**src/rtl/mem_arb_pkg.sv**
```systemverilog
// +------------------------------------------------------------------------+
// | mem_arb_pkg                                                            |
// | Shared types for the CPU/host unified-memory arbiter: access FSM state |
// | encoding and the access-owner encoding.                                |
// | Revision: 1.0                                                          |
// +------------------------------------------------------------------------+
`default_nettype none

package mem_arb_pkg;

  localparam int unsigned DATA_W = 32;
  localparam int unsigned ADDR_W = 32;

  // One cycle per state except IDLE, which waits for a request.
  typedef enum logic [1:0] {
    IDLE   = 2'd0,
    ACCESS = 2'd1,
    RESP   = 2'd2,
    DONE   = 2'd3
  } state_e;

  typedef enum logic {
    OWN_CPU  = 1'b0,
    OWN_HOST = 1'b1
  } owner_e;

endpackage : mem_arb_pkg

`default_nettype wire

```
**src/rtl/arb_picker.sv**
```systemverilog
// +------------------------------------------------------------------------+
// | arb_picker                                                             |
// | Combinational winner selection between the CPU and host requesters.   |
// | Policy macro: MEM_ARB_RR_EN                                            |
// |   defined   - round-robin, the requester that did not win last wins a  |
// |               tie                                                      |
// |   undefined - fixed priority, host wins a tie; last_winner is ignored  |
// | Revision: 1.0                                                          |
// +------------------------------------------------------------------------+
`default_nettype none

module arb_picker
  import mem_arb_pkg::*;
(
  input  logic   cpu_req,
  input  logic   host_req,
  input  owner_e last_winner,
  output owner_e owner
);

`ifdef MEM_ARB_RR_EN
  // Tie goes to whoever did not win the previous grant.
  always_comb begin
    owner = OWN_HOST;
    if (cpu_req && host_req) begin
      owner = (last_winner == OWN_HOST) ? OWN_CPU : OWN_HOST;
    end else if (cpu_req) begin
      owner = OWN_CPU;
    end
  end
`else
  // Host is the loader/debug path and always takes precedence.
  logic unused_last;
  assign unused_last = (last_winner == OWN_HOST);

  always_comb begin
    owner = OWN_CPU;
    if (host_req) begin
      owner = OWN_HOST;
    end
  end
`endif

endmodule : arb_picker

`default_nettype wire

```
**src/rtl/mem_arbiter.sv**
```systemverilog
// +------------------------------------------------------------------------+
// | mem_arbiter                                                            |
// | Two-port (CPU, host) arbiter onto a single-cycle unified memory.      |
// | Each access runs IDLE -> ACCESS -> RESP -> DONE; ack pulses in DONE.  |
// | Policy macro: MEM_ARB_RR_EN (round-robin when defined, host-priority  |
// | otherwise; the last-winner register exists only in round-robin).      |
// | Revision: 1.0                                                          |
// +------------------------------------------------------------------------+
`default_nettype none

module mem_arbiter
  import mem_arb_pkg::*;
(
  input  logic              clk,
  input  logic              rst,
  input  logic              cpu_req,
  input  logic              cpu_we,
  input  logic [ADDR_W-1:0] cpu_addr,
  input  logic [DATA_W-1:0] cpu_wdata,
  output logic [DATA_W-1:0] cpu_rdata,
  output logic              cpu_ack,
  output logic              cpu_stall,
  input  logic              host_req,
  input  logic              host_we,
  input  logic [ADDR_W-1:0] host_addr,
  input  logic [DATA_W-1:0] host_wdata,
  output logic [DATA_W-1:0] host_rdata,
  output logic              host_ack,
  output logic [ADDR_W-1:0] mem_addr,
  output logic [DATA_W-1:0] mem_wdata,
  output logic              mem_we,
  input  logic [DATA_W-1:0] mem_rdata
);

  state_e            state_q, state_d;
  owner_e            owner_q, owner_d;
  logic              we_q, we_d;
  logic [ADDR_W-1:0] mem_addr_q, mem_addr_d;
  logic [DATA_W-1:0] mem_wdata_q, mem_wdata_d;
  logic [DATA_W-1:0] cpu_rdata_q, cpu_rdata_d;
  logic [DATA_W-1:0] host_rdata_q, host_rdata_d;
  owner_e            pick;
  owner_e            last_sel;

`ifdef MEM_ARB_RR_EN
  owner_e last_q, last_d;
  assign last_sel = last_q;
`else
  assign last_sel = OWN_HOST;
`endif

  arb_picker u_picker (
    .cpu_req     (cpu_req),
    .host_req    (host_req),
    .last_winner (last_sel),
    .owner       (pick)
  );

  // Next-state, grant latching and read-data capture.
  always_comb begin
    state_d      = state_q;
    owner_d      = owner_q;
    we_d         = we_q;
    mem_addr_d   = mem_addr_q;
    mem_wdata_d  = mem_wdata_q;
    cpu_rdata_d  = cpu_rdata_q;
    host_rdata_d = host_rdata_q;
`ifdef MEM_ARB_RR_EN
    last_d       = last_q;
`endif
    case (state_q)
      IDLE: begin
        if (cpu_req || host_req) begin
          owner_d = pick;
          state_d = ACCESS;
`ifdef MEM_ARB_RR_EN
          last_d  = pick;
`endif
          if (pick == OWN_HOST) begin
            we_d        = host_we;
            mem_addr_d  = host_addr;
            mem_wdata_d = host_wdata;
          end else begin
            we_d        = cpu_we;
            mem_addr_d  = cpu_addr;
            mem_wdata_d = cpu_wdata;
          end
        end
      end
      ACCESS: state_d = RESP;
      RESP: begin
        // Memory data is valid the cycle after the address cycle; capture
        // it for writes too so the owner always sees the memory response.
        state_d = DONE;
        if (owner_q == OWN_HOST) begin
          host_rdata_d = mem_rdata;
        end else begin
          cpu_rdata_d = mem_rdata;
        end
      end
      DONE:    state_d = IDLE;
      default: state_d = IDLE;
    endcase
  end

  // State and datapath registers; reset aborts any access in flight.
  always_ff @(posedge clk or negedge rst) begin
    if (!rst) begin
      state_q      <= IDLE;
      owner_q      <= OWN_HOST;
      we_q         <= 1'b0;
      mem_addr_q   <= '0;
      mem_wdata_q  <= '0;
      cpu_rdata_q  <= '0;
      host_rdata_q <= '0;
    end else begin
      state_q      <= state_d;
      owner_q      <= owner_d;
      we_q         <= we_d;
      mem_addr_q   <= mem_addr_d;
      mem_wdata_q  <= mem_wdata_d;
      cpu_rdata_q  <= cpu_rdata_d;
      host_rdata_q <= host_rdata_d;
    end
  end

`ifdef MEM_ARB_RR_EN
  // Last-winner history for the round-robin tie break.
  always_ff @(posedge clk or negedge rst) begin
    if (!rst) begin
      last_q <= OWN_HOST;
    end else begin
      last_q <= last_d;
    end
  end
`endif

  // Strobes decode straight from registered state, so reset clears them at once.
  assign mem_we     = (state_q == ACCESS) && we_q;
  assign cpu_ack    = (state_q == DONE) && (owner_q == OWN_CPU);
  assign host_ack   = (state_q == DONE) && (owner_q == OWN_HOST);
  assign cpu_stall  = cpu_req & ~cpu_ack;
  assign mem_addr   = mem_addr_q;
  assign mem_wdata  = mem_wdata_q;
  assign cpu_rdata  = cpu_rdata_q;
  assign host_rdata = host_rdata_q;

endmodule : mem_arbiter

`default_nettype wire

```
**config.mk**
```make
export PLATFORM = sky130hd
export DESIGN_NAME = mem_arbiter
export DESIGN_NICKNAME = d
export VERILOG_FILES = /design/src/rtl/mem_arb_pkg.sv /design/src/rtl/arb_picker.sv /design/src/rtl/mem_arbiter.sv
export SDC_FILE = /design/constraint.sdc
export NUM_CORES = 1
export LEC_CHECK = 0
export BUFFER_PORTS_ARGS = -buffer_cell sky130_fd_sc_hd__clkbuf_2
export CAP_MARGIN = 20
export CORE_AREA = 2 2 116 118
export CTS_BUF_LIST = sky130_fd_sc_hd__clkbuf_8
export DETAILED_ROUTE_END_ITERATION = 7
export DIE_AREA = 0 0 118 120
export PLACE_DENSITY = 0.78
export SETUP_SLACK_MARGIN = 0.05
export SLEW_MARGIN = 5
export SYNTH_ARGS = -nofsm -noshare
export SYNTH_HDL_FRONTEND = slang
export SYNTH_SLANG_ARGS = --single-unit
export TNS_END_PERCENT = 100
```
**constraint.sdc**
```tcl
create_clock -name clk -period 1.85 [get_ports clk]
set_input_delay 0.2775 -clock clk [delete_from_list [all_inputs] [get_ports clk]]
set_output_delay 0.2775 -clock clk [all_outputs]
set_load 0.02 [all_outputs]
```
==> reports/results.tsv <==
metric	value	unit
outcome	completed	
grt_pass1_wl	25.7	mm
seq_power_share	35.1	%
core	0.0130	sq mm
combPwrFrac	48.6	%
rsz0062_at_grt	no	
cts_max_path_buffers	2	
worst_slack	116	ps
maxSlewHeadroom	71.0	%
gr-total-overflow	0	
yosysWarnings	0	
fill_cells	1069	
finalNetCount	924	
place_area	0.00730	sq mm
crit_required	2180	ps
ff_latch_area	0.00330	sq mm
worst_ep_arrival_time	2070	ps
fp-row-count	42	
drtPass1Iterations	5	
drt_iter0_drc	271	
multi_input_area	0.00216	sq mm
first_global_vias	5165	
cp-start-kind	register	
intPower	8.92	mW
area_growth	40.4	%
syn_inst	459	
criticalPathCategory	register to register	
postSynthAreaPerCell	12.2	sq um
vias	5191	
fin_area	0.00789	sq mm
grt_max_degree	72	
place_inst	903	
synth.distinct_cells	21	
worst_slew_pin_slew	436	ps
finalHoldViolations	0	
crit_slowest_cell	dfrtp_1	
power.density	1980	mW/mm^2
boundaryPins	298	
routedWlPerCell	17.7	um
diodes	0	
clock.fmax	577	MHz
dieArea	0.0142	sq mm
finalSetupTns	0	ps
ys_seq_area_share	58.8	%
port_buffers	297	
cts_tree	yes	
ant_nets	0	
final_cells	942	
power_leakage	3.77	nW
synth_nets	630	
path_buf_inv	3	
switching_power	6.69	mW
worstPathMaxFanout	8	
slew_viol_final	0	
critPathTopFamily	buffers and inverters	
fin_util	60.8	%
mappedNetlistArea	0.00562	sq mm
antenna_found_initial	0	
start_util	43.3	%
clock-sinks	132	
power_frac_clock	16.4	%
globalplace.congestion	0.821	
totalWireLength	16.7	mm
cpPeakStageDelay	390	ps
drive_above_1_share	55.6	%
irDropWorstVdd	1.08	mV
insertion_delay	440	ps
fin_skew	11.8	ps
crit_chain	buf_4, inv_4, ha_4, nor2b_4, clkbuf_16, mux2_2	
finalCritPeriodShare	93.7	%
viasPerCell	5.51	
root_buffer	clkbuf_8	
synth_seq_cells	132	
cts-htree-levels	4	
switching_share	42.8	%
pre_cts_ws	195	ps
min_path_type	input pin to register	
die_w	118	um
drv_cap	0	
cts_inserted_buffers	17	
die_h	120	um
hpwl	11.8	mm
clkTransAtPathRegs	80	ps
crit_path_end_kind	register	
track_usage	22.9	%
setup_viol	0	
fin_crit	1730	ps
drc_errors	0	
## path summary, 6_finish.rpt
path                              start             to  slack [ps]  cells past startpoint
max                          state_q[0]  cpu_rdata[27]         120                      6
min                        mem_rdata[6]   cpu_rdata[6]          60                      2
max reg2reg                  state_q[0]  cpu_rdata[27]         120                      6
min reg2reg                cpu_rdata[5]   cpu_rdata[5]         500                      1
max in group asynchronous           rst        owner_q        1040                      3
min in group asynchronous           rst   mem_addr[28]         210                      2
## per-layer routing
| metal | routed length (um) | vias up | GRT usage, % |
|---|---|---|---|
| met5 | 0 | - | 0 |
| met4 | 608 | 0 | 13.5 |
| met3 | 1160 | 54 | 6.56 |
| met2 | 8500 | 259 | 38.6 |
| met1 | 6440 | 2536 | 26.1 |
| li1 | - | 2342 | - |
## flip-flops by register name, summed over array words and instances, names as in the netlist
| register | cells |
|---|---|
| cpu_rdata | 32 |
| host_rdata | 32 |
| mem_addr | 32 |
| mem_wdata | 32 |
| state_q | 2 |
| owner_q | 1 |
| we_q | 1 |
## placed cells by master (no fill, tap or decap), types with 2 or more instances in the layout
cell type	netlist	layout
a21oi_1	3	3
buf_12	0	5
buf_4	3	10
buf_6	1	5
bufinv_16	0	3
clkbuf_16	0	2
clkbuf_2	0	294
clkbuf_8	0	18
clkinvlp_4	0	3
dfrtp_1	131	131
ha_2	0	3
inv_1	3	2
inv_4	0	2
inv_6	0	5
mux2_1	2	2
mux2_2	62	62
nand2_1	5	3
nand2_2	0	2
nand2b_1	3	3
nor2_1	66	66
nor2b_4	0	2
o22ai_1	64	64
o32ai_1	63	61
o32ai_2	0	2
## Yosys cell counts
| cell type | count | area share [%] |
|---|---|---|
| nor2_1 | 66 | 4.4 |
| dfstp_2 | 1 | 0.47 |
| buf_4 | 3 | 0.40 |
| inv_1 | 3 | 0.20 |
| mux2i_1 | 1 | 0.18 |
| nor2b_1 | 3 | 0.33 |
| o32ai_1 | 63 | 9.8 |
| buf_2 | 17 | 1.5 |
| ha_1 | 5 | 1.1 |
| mux2_2 | 62 | 12 |
| and2_1 | 2 | 0.22 |
| nand2b_1 | 3 | 0.33 |
| a21oi_1 | 3 | 0.27 |
| mux2_1 | 2 | 0.40 |
| o22ai_1 | 64 | 7.1 |
| dfrtp_1 | 131 | 58 |
| nand2_1 | 5 | 0.33 |
| or2_1 | 2 | 0.22 |
| buf_6 | 1 | 0.20 |
| mux2_4 | 1 | 0.27 |
| clkbuf_1 | 21 | 1.4 |
## power groups by stage
stage	clock network (mW)	logic (mW)	registers (mW)
global route	2.75	8.11	5.65
finish	2.55	7.58	5.48
detailed placement	0	7.30	5.48
global placement	0	7.08	5.37
floorplan	0	2.99	7.13
CTS	2.63	7.39	5.44
## what timing repair did
action                     4_1_cts  5_1_grt
gates cloned                     0        3
buffers inserted                 3        0
pin swaps                        1        0
resized for setup                6       17
hold buffers                     1        0
setup endpoints to repair        2       84
hold endpoints to repair       131        0
## cells by family (layout without fill, tap and decap cells)
family                     count (synthesis)  in the layout  share of synthesized area, %
DFF                                      132            132                          58.8
AOI/OAI and AO/OA                        130            130                          17.2
and+or+nand+nor                           81             81                          5.86
muxes                                     66             66                          13.3
buffers and inverters                     45            352                          3.72
adders and majority gates                  5              5                          1.11
## cell type report
type	count	share of cell area [%]
inverter	3	0.206
sequential	132	41.9
multi-input combinational	282	27.4
clock buffer	18	3.14
clock inverter	14	2.20
tap	176	2.79
timing repair buffer	317	22.3
## per-stage QoR
step | power [mW] | hold WS, ps
floorplan | 10.1 | -18.1
detailed placement | 12.8 | 110
global route | 16.5 | 40.6
CTS | 15.5 | 22.5
global placement | 12.5 | 110
finish | 15.6 | 61.7
No activity file was read; power rests on OpenSTA's default activity.
